## src/rtl/sid_bus_pkg.sv

```systemverilog
// Shared SID write-port types: register geometry, write-source codes, clear FSM states.
// Latency: n/a (types and constants only).
// Backpressure: n/a.
package sid_bus_pkg;

  localparam int SID_ADDR_W   = 5;
  localparam int SID_DATA_W   = 8;
  localparam int SID_NUM_REGS = 25;

  // Who owns the current sid_wr strobe
  typedef enum logic [1:0] {
    SRC_NONE  = 2'd0,
    SRC_BUS   = 2'd1,
    SRC_CLEAR = 2'd2,
    SRC_CMD   = 2'd3
  } sid_src_e;

  typedef enum logic {
    CLR_IDLE  = 1'b0,
    CLR_SWEEP = 1'b1
  } clr_state_e;

  // One queued register write, {addr,data} = 13 bits
  typedef struct packed {
    logic [SID_ADDR_W-1:0] addr;
    logic [SID_DATA_W-1:0] data;
  } sid_wr_t;

endpackage

```

## src/rtl/sid_write_scheduler_if.sv

```systemverilog
// Request/response bundle between the bus/command front-ends and the SID write scheduler.
// Latency: n/a (wiring only).
// Backpressure: cmd side is valid/ready; bus side cannot be stalled.
interface sid_write_scheduler_if;
  import sid_bus_pkg::*;

  logic                  bus_valid;
  logic [SID_ADDR_W-1:0] bus_addr;
  logic [SID_DATA_W-1:0] bus_data;
  logic                  bus_overrun;

  logic                  cmd_valid;
  logic                  cmd_ready;
  logic [SID_ADDR_W-1:0] cmd_addr;
  logic [SID_DATA_W-1:0] cmd_data;

  logic                  sid_wr;
  logic [SID_ADDR_W-1:0] sid_addr;
  logic [SID_DATA_W-1:0] sid_data;
  logic [1:0]            sid_wr_src;

  // Requester side: drives writes, observes the SID port
  modport master (
    output bus_valid, bus_addr, bus_data, cmd_valid, cmd_addr, cmd_data,
    input  bus_overrun, cmd_ready, sid_wr, sid_addr, sid_data, sid_wr_src
  );

  // Scheduler side
  modport slave (
    input  bus_valid, bus_addr, bus_data, cmd_valid, cmd_addr, cmd_data,
    output bus_overrun, cmd_ready, sid_wr, sid_addr, sid_data, sid_wr_src
  );

endinterface

```

## src/rtl/sid_wr_fifo.sv

```systemverilog
// Synchronous FIFO of {addr,data} SID writes, count-based full/empty.
// Latency: a pushed entry is visible at the head the cycle after the push.
// Backpressure: in_rdy is registered !full (low in reset); pop while full frees a slot next cycle.
module sid_wr_fifo
  import sid_bus_pkg::*;
#(
  parameter int DEPTH = 4
) (
  input  logic    sys_clk,
  input  logic    rst_n,
  input  logic    in_vld,
  output logic    in_rdy,
  input  sid_wr_t in_dat,
  output logic    out_vld,
  input  logic    out_rdy,
  output sid_wr_t out_dat
);

  localparam int PTR_W = $clog2(DEPTH);
  localparam int CNT_W = PTR_W + 1;

  sid_wr_t            mem [DEPTH];
  logic [PTR_W-1:0]   wr_ptr;
  logic [PTR_W-1:0]   rd_ptr;
  logic [CNT_W-1:0]   count;
  logic [CNT_W-1:0]   count_nxt;
  logic               rdy_q;
  logic               push;
  logic               pop;

  assign push    = in_vld & rdy_q;
  assign pop     = out_vld & out_rdy;
  assign in_rdy  = rdy_q;
  assign out_vld = (count != '0);
  assign out_dat = mem[rd_ptr];

  // Occupancy after this cycle's push/pop
  always_comb begin
    count_nxt = count;
    case ({push, pop})
      2'b10:   count_nxt = count + CNT_W'(1);
      2'b01:   count_nxt = count - CNT_W'(1);
      default: count_nxt = count;
    endcase
  end

  // Pointers, occupancy and registered ready
  always_ff @(posedge sys_clk) begin
    if (!rst_n) begin
      wr_ptr <= '0;
      rd_ptr <= '0;
      count  <= '0;
      rdy_q  <= 1'b0;
    end else begin
      if (push) wr_ptr <= wr_ptr + PTR_W'(1);
      if (pop)  rd_ptr <= rd_ptr + PTR_W'(1);
      count <= count_nxt;
      rdy_q <= (count_nxt != CNT_W'(DEPTH));
    end
  end

  // Storage needs no reset; occupancy gates what is visible
  always_ff @(posedge sys_clk) begin
    if (push) mem[wr_ptr] <= in_dat;
  end

endmodule

```

## src/rtl/sid_write_scheduler.sv

```systemverilog
// Shares the SID register write port between bus slot, clear sweep and command FIFO.
// Latency: one write per clk_en tick, strobe registered one cycle after the winning tick.
// Backpressure: bus cannot stall (overwrite + overrun pulse); cmd uses valid/ready FIFO.
module sid_write_scheduler
  import sid_bus_pkg::*;
#(
  parameter int FIFO_DEPTH = 4,
  parameter int NUM_REGS   = SID_NUM_REGS
) (
  input  logic                        sys_clk,
  input  logic                        rst_n,
  input  logic                        clk_en,
  input  logic                        clear_req,
  output logic                        clear_busy,
  sid_write_scheduler_if.slave        io
);

  localparam logic [SID_ADDR_W-1:0] LAST_ADDR = SID_ADDR_W'(NUM_REGS - 1);

  logic                  bus_full;
  logic [SID_ADDR_W-1:0] bus_addr_q;
  logic [SID_DATA_W-1:0] bus_data_q;
  logic                  overrun_q;

  clr_state_e            clr_state;
  clr_state_e            clr_state_nxt;
  logic [SID_ADDR_W-1:0] clr_cnt;

  sid_wr_t               cmd_in;
  sid_wr_t               cmd_head;
  logic                  cmd_head_vld;

  logic                  grant_bus;
  logic                  grant_clr;
  logic                  grant_cmd;

  assign cmd_in = '{addr: io.cmd_addr, data: io.cmd_data};

  sid_wr_fifo #(.DEPTH(FIFO_DEPTH)) u_cmd_fifo (
    .sys_clk (sys_clk),
    .rst_n   (rst_n),
    .in_vld  (io.cmd_valid),
    .in_rdy  (io.cmd_ready),
    .in_dat  (cmd_in),
    .out_vld (cmd_head_vld),
    .out_rdy (grant_cmd),
    .out_dat (cmd_head)
  );

  // Fixed priority on each tick: bus slot, then clear sweep, then cmd head
  always_comb begin
    grant_bus = clk_en & bus_full;
    grant_clr = clk_en & ~bus_full & clear_busy;
    grant_cmd = clk_en & ~bus_full & ~clear_busy & cmd_head_vld;
  end

  // Single-entry bus slot; a fresh write overwrites a pending one that did not issue
  always_ff @(posedge sys_clk) begin
    if (!rst_n) begin
      bus_full   <= 1'b0;
      bus_addr_q <= '0;
      bus_data_q <= '0;
      overrun_q  <= 1'b0;
    end else begin
      overrun_q <= io.bus_valid & bus_full & ~grant_bus;
      if (io.bus_valid) begin
        bus_full   <= 1'b1;
        bus_addr_q <= io.bus_addr;
        bus_data_q <= io.bus_data;
      end else if (grant_bus) begin
        bus_full <= 1'b0;
      end
    end
  end

  assign io.bus_overrun = overrun_q;

  // Clear FSM state register
  always_ff @(posedge sys_clk) begin
    if (!rst_n) clr_state <= CLR_IDLE;
    else        clr_state <= clr_state_nxt;
  end

  // Clear FSM next state; a new request restarts the sweep from address 0
  always_comb begin
    clr_state_nxt = clr_state;
    case (clr_state)
      CLR_IDLE: begin
        if (clear_req) clr_state_nxt = CLR_SWEEP;
      end
      CLR_SWEEP: begin
        if (clear_req)                                clr_state_nxt = CLR_SWEEP;
        else if (grant_clr && (clr_cnt == LAST_ADDR)) clr_state_nxt = CLR_IDLE;
      end
      default: clr_state_nxt = CLR_IDLE;
    endcase
  end

  // Clear FSM outputs
  always_comb begin
    clear_busy = (clr_state == CLR_SWEEP);
  end

  // Sweep address counter; only advances when the clear actually wins a tick
  always_ff @(posedge sys_clk) begin
    if (!rst_n)         clr_cnt <= '0;
    else if (clear_req) clr_cnt <= '0;
    else if (grant_clr) clr_cnt <= clr_cnt + SID_ADDR_W'(1);
  end

  // Registered SID port; addr/data hold between strobes
  always_ff @(posedge sys_clk) begin
    if (!rst_n) begin
      io.sid_wr     <= 1'b0;
      io.sid_addr   <= '0;
      io.sid_data   <= '0;
      io.sid_wr_src <= SRC_NONE;
    end else begin
      io.sid_wr <= grant_bus | grant_clr | grant_cmd;
      if (grant_bus) begin
        io.sid_addr   <= bus_addr_q;
        io.sid_data   <= bus_data_q;
        io.sid_wr_src <= SRC_BUS;
      end else if (grant_clr) begin
        io.sid_addr   <= clr_cnt;
        io.sid_data   <= '0;
        io.sid_wr_src <= SRC_CLEAR;
      end else if (grant_cmd) begin
        io.sid_addr   <= cmd_head.addr;
        io.sid_data   <= cmd_head.data;
        io.sid_wr_src <= SRC_CMD;
      end else begin
        io.sid_wr_src <= SRC_NONE;
      end
    end
  end

endmodule

```

## src/flat_wrapper.sv

```systemverilog
// flat-port wrapper written by rule: the top's interface ports become plain ports
module sid_write_scheduler_flat import sid_bus_pkg::*;
#(
  parameter int FIFO_DEPTH = 4,
  parameter int NUM_REGS   = SID_NUM_REGS
)
  (sys_clk, rst_n, clk_en, clear_req, clear_busy, io_bus_valid, io_bus_addr, io_bus_data, io_cmd_valid, io_cmd_addr, io_cmd_data, io_bus_overrun, io_cmd_ready, io_sid_wr, io_sid_addr, io_sid_data, io_sid_wr_src);
  sid_write_scheduler_if io_i ();
  input  logic sys_clk;
  input  logic rst_n;
  input  logic clk_en;
  input  logic clear_req;
  output logic clear_busy;
  input wire logic [$bits(io_i.bus_valid)-1:0] io_bus_valid;
  input wire logic [$bits(io_i.bus_addr)-1:0] io_bus_addr;
  input wire logic [$bits(io_i.bus_data)-1:0] io_bus_data;
  input wire logic [$bits(io_i.cmd_valid)-1:0] io_cmd_valid;
  input wire logic [$bits(io_i.cmd_addr)-1:0] io_cmd_addr;
  input wire logic [$bits(io_i.cmd_data)-1:0] io_cmd_data;
  output wire logic [$bits(io_i.bus_overrun)-1:0] io_bus_overrun;
  output wire logic [$bits(io_i.cmd_ready)-1:0] io_cmd_ready;
  output wire logic [$bits(io_i.sid_wr)-1:0] io_sid_wr;
  output wire logic [$bits(io_i.sid_addr)-1:0] io_sid_addr;
  output wire logic [$bits(io_i.sid_data)-1:0] io_sid_data;
  output wire logic [$bits(io_i.sid_wr_src)-1:0] io_sid_wr_src;
  assign io_i.bus_valid = io_bus_valid;
  assign io_i.bus_addr = io_bus_addr;
  assign io_i.bus_data = io_bus_data;
  assign io_i.cmd_valid = io_cmd_valid;
  assign io_i.cmd_addr = io_cmd_addr;
  assign io_i.cmd_data = io_cmd_data;
  assign io_bus_overrun = io_i.bus_overrun;
  assign io_cmd_ready = io_i.cmd_ready;
  assign io_sid_wr = io_i.sid_wr;
  assign io_sid_addr = io_i.sid_addr;
  assign io_sid_data = io_i.sid_data;
  assign io_sid_wr_src = io_i.sid_wr_src;
  sid_write_scheduler #(.FIFO_DEPTH(FIFO_DEPTH), .NUM_REGS(NUM_REGS)) u_core (.sys_clk(sys_clk), .rst_n(rst_n), .clk_en(clk_en), .clear_req(clear_req), .clear_busy(clear_busy), .io(io_i));
endmodule
```

## config.mk

```make
export PLATFORM = sky130hd
export DESIGN_NAME = sid_write_scheduler_flat
export DESIGN_NICKNAME = d
export VERILOG_FILES = /design/src/rtl/sid_bus_pkg.sv /design/src/rtl/sid_write_scheduler_if.sv /design/src/rtl/sid_wr_fifo.sv /design/src/rtl/sid_write_scheduler.sv /design/src/flat_wrapper.sv
export SDC_FILE = /design/constraint.sdc
export NUM_CORES = 1
export LEC_CHECK = 0
export BUFFER_PORTS_ARGS = -buffer_cell sky130_fd_sc_hd__buf_2
export CAP_MARGIN = 0
export CORE_MARGIN = 2
export CORE_UTILIZATION = 55
export CTS_CLUSTER_DIAMETER = 40
export CTS_CLUSTER_SIZE = 40
export DETAILED_ROUTE_END_ITERATION = 10
export GPL_ROUTABILITY_DRIVEN = 0
export HOLD_SLACK_MARGIN = 0.08
export PLACE_DENSITY = 0.83
export SLEW_MARGIN = 20
export SYNTH_ARGS = -nofsm -noshare
export SYNTH_HDL_FRONTEND = slang
export SYNTH_SLANG_ARGS = --single-unit
export TNS_END_PERCENT = 50
```

## constraint.sdc

```tcl
create_clock -name sys_clk -period 2.5 [get_ports sys_clk]
set_input_delay 0.125 -clock sys_clk [delete_from_list [all_inputs] [get_ports sys_clk]]
set_output_delay 0.125 -clock sys_clk [all_outputs]
set_load 0.01 [all_outputs]
```

==> impl_metrics.json, run 1 <==
{
  "port_buffers": 50,
  "clock_sinks": 99,
  "synth_mux_area_share_pct": 10.6,
  "num_rows": 30,
  "fmax_mhz": 445,
  "slew_headroom_pct": 53.6,
  "dp.final_hpwl_um": 4820,
  "grt_pass1_vias": 2350,
  "setup_violations": 0,
  "cp-end-kind": "register",
  "worstPathMaxFanout": 11,
  "synth.distinct_cells": 43,
  "area_delta_synth_final_pct": 19.8,
  "grt.met1_usage_pct": 25.5,
  "synth.yosys.seq_area_share_pct": 63.0,
  "die_w_um": 89.0,
  "synth.area.top_cells": "edfxtp_1 (39%), dfxtp_1 (24%), mux4_2 (7.4%), mux2i_1 (3.3%), nor2b_1 (2.7%)",
  "synth_fa_ha_area_share_pct": 2.71,
  "drc": 0,
  "nFillCells": 522,
  "post_cts_resized": 0,
  "top_usage_layer": "met2",
  "clock_tree.buffer_depth": 2,
  "synthMostInstantiatedCell": "edfxtp_1",
  "clock_skew_ns": 0.00995,
  "fin_util_pct": 68.9,
  "power_density_nw_per_um2": 682,
  "syn_avg_cell_area_sq_um": 13.9,
  "async_flop_share_pct": 0,
  "status": "completed",
  "gr-total-overflow": 0,
  "hold_viol": 0,
  "dieArea_sq_um": 7920,
  "met3_usage_pct": 6.74,
  "yosys.area.top_type": "edfxtp_1",
  "ioPinCount": 51,
  "swShare_pct": 26.3,
  "switching_power_w": 0.000856,
  "worstSetupPathType": "reg2reg",
  "grtUsageMet2_pct": 32.8,
  "synth.top_cell.area_share_pct": 39.3,
  "power_frac_seq_pct": 56.3,
  "holdWs_ns": 0.146,
  "ant_nets": 0,
  "netlist_area_sq_um": 3980,
  "layout_min_cycle_time_ns": 2.25,
  "placed_area_sq_um": 4290,
  "vdd_ir_drop_max_uv": 469,
  "synth_compound_area_share_pct": 8.56,
  "p_leak_nw": 1.78,
  "worst_pin_slew_ns": 0.696,
  "yosysWarnings": 0,
  "syn_inst": 285,
  "grt_antenna_before_repair": 0,
  "htreeDepth": 3,
  "fin_tns_setup_ns": 0,
  "multi_input_area_sq_um": 1350,
  "vias": 2429,
  "grt_pass1_wl_um": 11400,
  "setup_ws_ns": 0.252,
  "rsz0062_at_grt": "false",
  "diodes": 0,
  "dr.pass1.iters": 4,
  "worst_ep_required_time_ns": 2.82,
  "synth_seq_cells": 99,
  "internal_power_w": 0.00239,
  "period_share_pct": 89.9,
  "clk_pin_slew_ns": 0.09,
  "drv_slew": 0,
  "die_h_um": 89.0,
  "synth_fp_nets": 325,
  "place_ws_ns": 0.282,
  "cts-root-buf": "clkbuf_8",
  "final_nets": 401,
  "synthXorXnorAreaFrac_pct": 1.98,
  "crit_arrival_ns": 2.57,
  "postCtsSetupBuffers": 0,
  "grt_max_degree": 28,
  "seqCellArea_sq_um": 2500,
  "drtIter0Drc": 124,
  "drv_cap": 0,
  "cts_buffers": 9,
  "drive_gt1_share_pct": 24.9,
  "synth_edf_count": 52,
  "avgRoutedWirePerCell_um": 15.8,
  "synth-simple-area-share_pct": 10.1,
  "cts_tree": "done",
  "clk_latency_ns": 0.38,
  "synth_top_family_by_area": "multiplexers",
  "track_usage_pct": 19.9,
  "wl_um": 7310,
  "start_util_pct": 57.6,
  "cp-start-kind": "register",
  "synth_common_cells": "edfxtp_1 (52), dfxtp_1 (47), nor2b_1 (17), nand2_1 (16)",
  "core-area_sq_um": 6910,
  "design_area_sq_um": 4760,
  "vias_per_cell": 5.26,
  "hold_class": "in2reg",
  "synthFlopType": "edfxtp_1",
  "power.share.clock_pct": 30.5,
  "comb_power_share_pct": 13.2
}
## routing by layer
metal / vias up / wire length (um)
li1: 1197 / -
met1: 1171 / 3360
met2: 53 / 3600
met3: 8 / 284
met4: 0 / 68
met5: - / 0
## placed cells by master, fill, tap and decap left out, drive strengths merged, types with 2 or more instances in the layout
cell	synthesis	layout
xor2	5	5
o21ai	6	6
clkbuf	7	9
nor2b	17	17
and2	7	7
a21boi	9	9
mux4	13	13
nand3b	4	4
a21oi	5	5
buf	10	54
nor2	10	10
mux2i	13	13
and3	6	6
ha	7	7
dfxtp	47	47
o311ai	4	4
o31ai	5	5
o21a	3	3
or3	2	2
dlygate4sd3	0	28
nand3	5	5
edfxtp	52	52
nand4	2	2
xnor2	4	4
inv	9	14
nand2	16	16
a22oi	9	9
## cell type report
class                      count  area share, %
sequential                    99           52.5
multi-input combinational    160           28.4
timing repair buffer          82           11.8
clock buffer                   9           2.60
tap                           96           2.52
clock inverter                 7           1.47
inverter                       9          0.709
## path summary, 6_finish.rpt
path	to	cells past startpoint	slack [ns]	start
max reg2reg	u_core.u_cmd_fifo.in_rdy$_SDFF_PN0_	9	0.25	u_core.u_cmd_fifo.count[1]$_SDFF_PN0_
min reg2reg	u_core.io.sid_data[5]$_SDFFE_PN0P_	2	0.48	u_core.bus_data_q[5]$_SDFFE_PN0P_
min	u_core.io.sid_wr_src[1]$_SDFF_PP0_	2	0.15	clk_en
max	u_core.u_cmd_fifo.in_rdy$_SDFF_PN0_	9	0.25	u_core.u_cmd_fifo.count[1]$_SDFF_PN0_
## power by group through the flow
stage	Combinational, W	Sequential (W)	Clock, W
global placement	0.000382	0.00186	0
floorplan	0.000272	0.00187	0
global route	0.000473	0.00184	0.00108
CTS	0.000430	0.00183	0.00101
finish	0.000429	0.00183	0.000990
detailed placement	0.000393	0.00187	0
## per-stage QoR
step,power (W),std cells
after floorplan,0.00214,285
after global placement,0.00225,418
after detailed placement,0.00226,418
after CTS,0.00327,462
after global routing,0.00339,462
final,0.00325,462
## state kept, by name, summed over array words and instances (netlist names), 2 cells and up, named ones only
register,count
u_core.u_cmd_fifo.mem,52
u_core.bus_data_q,8
u_core.io.sid_data,8
u_core.bus_addr_q,5
u_core.clr_cnt,5
u_core.io.sid_addr,5
u_core.u_cmd_fifo.count,3
u_core.io.sid_wr_src,2
u_core.u_cmd_fifo.rd_ptr,2
u_core.u_cmd_fifo.wr_ptr,2
## logic make-up (layout without fill, tap and decap cells)
family	Yosys count	after routing
compound gates	44	44
xor+xnor	9	9
fa+ha+maj	8	8
buf+inv	26	107
flops	99	99
mux	26	26
simple gates	73	73
## critical path, stage by stage (launching register included)
cell	delay, ns
dfxtp_1	0.33
or3_4	0.42
and3_2	0.31
ha_1	0.24
inv_1	0.08
fa_1	0.40
inv_1	0.08
nor3_1	0.04
a31oi_1	0.16
o21a_1	0.12
## timing repair
action / CTS / global route
setup endpoints to repair: 0 / 0
endpoints found under the hold margin: 67 / 0
hold buffers: 28 / 0
Power figures use the tool's default switching activity.
==> run 2: changes to the inputs <==
- BUFFER_PORTS_ARGS: -buffer_cell sky130_fd_sc_hd__buf_2 -> default
- DONT_BUFFER_PORTS: default -> 1
- PLACE_DENSITY: 0.83 -> 0.77
==> run 2 against run 1 <==
Effect of this change:
- sequential share of layout area increased by 1.5 points
- global-route usage is essentially flat
- hold slack got worse by 0.021 ns
- count of clock-buffer cells in the layout unchanged
- die area stayed put
- power about the same
==> impl_metrics.json, run 2 (same netlist as run 1, synthesis figures left out) <==
{
  "ioPinCount": 51,
  "largest_reg_flops": 52,
  "htreeDepth": 3,
  "cp-end-kind": "register",
  "worstPathMaxFanout": 11,
  "power_density_nw_per_um2": 701,
  "track_usage_pct": 19.9,
  "multi_input_area_sq_um": 1350,
  "drv_slew": 0,
  "crit_arrival_ns": 2.53,
  "worstHoldPathCells": 3,
  "die_h_um": 89.0,
  "final_common_cell": "edfxtp_1",
  "drive_gt1_share_pct": 12.6,
  "setup_violations": 0,
  "worst_pin_slew_ns": 0.683,
  "clk_pin_slew_ns": 0.11,
  "postCtsSetupBuffers": 0,
  "grt_pass1_wl_um": 11700,
  "vias": 2343,
  "grt_antenna_before_repair": 0,
  "fmax_mhz": 453,
  "max_stage_delay_ns": 0.41,
  "power_frac_seq_pct": 56.9,
  "cts_tree": "done",
  "wl_um": 7070,
  "reg.largest.list": "u_core.u_cmd_fifo.mem x52, u_core.bus_data_q x8, u_core.io.sid_data x8",
  "hold_end": "u_core.clr_cnt[1]$_SDFFE_PP0P_",
  "worstPathCellList": "or3_4 > and3_2 > ha_1 > inv_1 > fa_1 > inv_1 > nor3_1 > a31oi_1 > o21a_1",
  "avgRoutedWirePerCell_um": 16.8,
  "vias_per_cell": 5.57,
  "drv_cap": 0,
  "nFillCells": 510,
  "die_w_um": 89.0,
  "status": "completed",
  "p_leak_nw": 1.60,
  "place_ws_ns": 0.304,
  "vdd_ir_drop_max_uv": 423,
  "internal_power_w": 0.00239,
  "period_share_pct": 88.3,
  "hold_viol": 0,
  "dp.final_hpwl_um": 4540,
  "power.share.clock_pct": 31.4,
  "clk_latency_ns": 0.36,
  "comb_power_share_pct": 11.7,
  "seqCellArea_sq_um": 2500,
  "worst_ep_required_time_ns": 2.82,
  "clock_sinks": 99,
  "layout_min_cycle_time_ns": 2.21,
  "clock_tree.buffer_depth": 2,
  "switching_power_w": 0.000861,
  "holdCritStartpoint": "clk_en",
  "rr_startpoint": "u_core.u_cmd_fifo.count[0]$_SDFF_PN0_",
  "clock_skew_ns": 0.00989,
  "place_inst": 367,
  "cts_buffers": 9,
  "start_util_pct": 57.6,
  "critPathMostFrequentCell": "inv_1",
  "cpLargestDelayFamily": "simple AND/OR/NAND/NOR gates",
  "dieArea_sq_um": 7920,
  "fin_tns_setup_ns": 0,
  "swShare_pct": 26.5,
  "num_rows": 30,
  "ant_nets": 0,
  "grt_pass1_vias": 2318,
  "rrSetupSlack_ns": 0.29,
  "grt_max_degree": 47,
  "cpMaxStageDelayCell": "or3_4",
  "rsz0062_at_grt": "false",
  "core-area_sq_um": 6910,
  "hold_class": "in2reg",
  "largest-register": "u_core.u_cmd_fifo.mem",
  "final_nets": 360,
  "drc": 0,
  "gr-total-overflow": 0,
  "diodes": 0,
  "setup_ws_ns": 0.291,
  "cp-start-kind": "register",
  "ff2ff_path_depth": 9,
  "port_buffers": 0,
  "instances_no_fill": 421,
  "r2r_end": "u_core.u_cmd_fifo.in_rdy$_SDFF_PN0_",
  "worstSetupPathType": "reg2reg",
  "layout_common_cells": "edfxtp_1 (52), dfxtp_1 (47), dlygate4sd3_1 (37)",
  "area_delta_synth_final_pct": 16.5,
  "cts-root-buf": "clkbuf_8",
  "dr.pass1.iters": 4,
  "drtIter0Drc": 100,
  "fin_util_pct": 67.0,
  "slew_headroom_pct": 54.4,
  "path_buf_inv": 2,
  "total_power_w": 0.00325
}
-- run 2: cell types whose count changed in the layout (fill, tap and decap cells not counted) --
cell and delta:
inv_6 +2, buf_2 -50, buf_12 +1, clkinv_8 +3, buf_4 -1, inv_8 -3
clkinvlp_4 -1, dlygate4sd3_1 +9, clkinv_4 -1
-- run 2: per-layer routing --
layer,global-route usage [%],vias to the layer above,part of all wire [%]
li1,-,1118,-
met1,26.8,1153,44
met2,31.1,58,49
met3,4.99,14,4.6
met4,8.41,0,2.6
met5,0,-,0
-- run 2: worst reg2reg max path: cells and delay by family (launching register included) --
kind | cells | cell delay [ns]
compound gates | 2 | 0.26
fa+ha+maj | 2 | 0.65
buf+inv | 2 | 0.15
flops | 1 | 0.35
simple gates | 3 | 0.76
-- run 2: timing repair --
| action | CTS | global route |
|---|---|---|
| hold buffers | 38 | 0 |
| gates resized for setup | 0 | 0 |
| hold endpoints to repair | 99 | 0 |
-- run 2: layout make-up --
cell class | count | share of cell area, %
Clock buffer | 9 | 2.67
Tap cell | 96 | 2.59
Sequential cell | 99 | 54.0
Inverter | 9 | 0.730
Clock inverter | 7 | 1.86
Multi-Input combinational cell | 160 | 29.2
Timing Repair Buffer | 41 | 8.92
-- run 2: how the worst max path moves through the flow --
stage,from,to,cells past startpoint
final,u_core.u_cmd_fifo.count[0]$_SDFF_PN0_,u_core.u_cmd_fifo.in_rdy$_SDFF_PN0_,9
after global routing,u_core.u_cmd_fifo.count[0]$_SDFF_PN0_,u_core.u_cmd_fifo.in_rdy$_SDFF_PN0_,9
after CTS,u_core.u_cmd_fifo.count[0]$_SDFF_PN0_,u_core.u_cmd_fifo.in_rdy$_SDFF_PN0_,9
after floorplan,u_core.clear_busy$_SDFF_PN0_,u_core.u_cmd_fifo.in_rdy$_SDFF_PN0_,11
after global placement,u_core.u_cmd_fifo.count[0]$_SDFF_PN0_,u_core.u_cmd_fifo.in_rdy$_SDFF_PN0_,9
after detailed placement,u_core.u_cmd_fifo.count[0]$_SDFF_PN0_,u_core.u_cmd_fifo.in_rdy$_SDFF_PN0_,9
-- run 2: per-stage QoR --
stage	hold slack, ns	cell area, sq um
floorplan	0.224	3980
global placement	0.224	4030
detailed placement	0.224	4030
CTS	0.108	4630
global route	0.157	4630
finish	0.125	4630
-- run 2: power groups by stage --
stage | clock, W | sequential [W] | combinational (W)
2_1_floorplan | 0 | 0.00187 | 0.000272
3_3_place_gp | 0 | 0.00188 | 0.000296
3_5_place_dp | 0 | 0.00189 | 0.000303
4_1_cts | 0.00105 | 0.00185 | 0.000382
5_1_grt | 0.00111 | 0.00186 | 0.000425
6_report | 0.00102 | 0.00185 | 0.000380
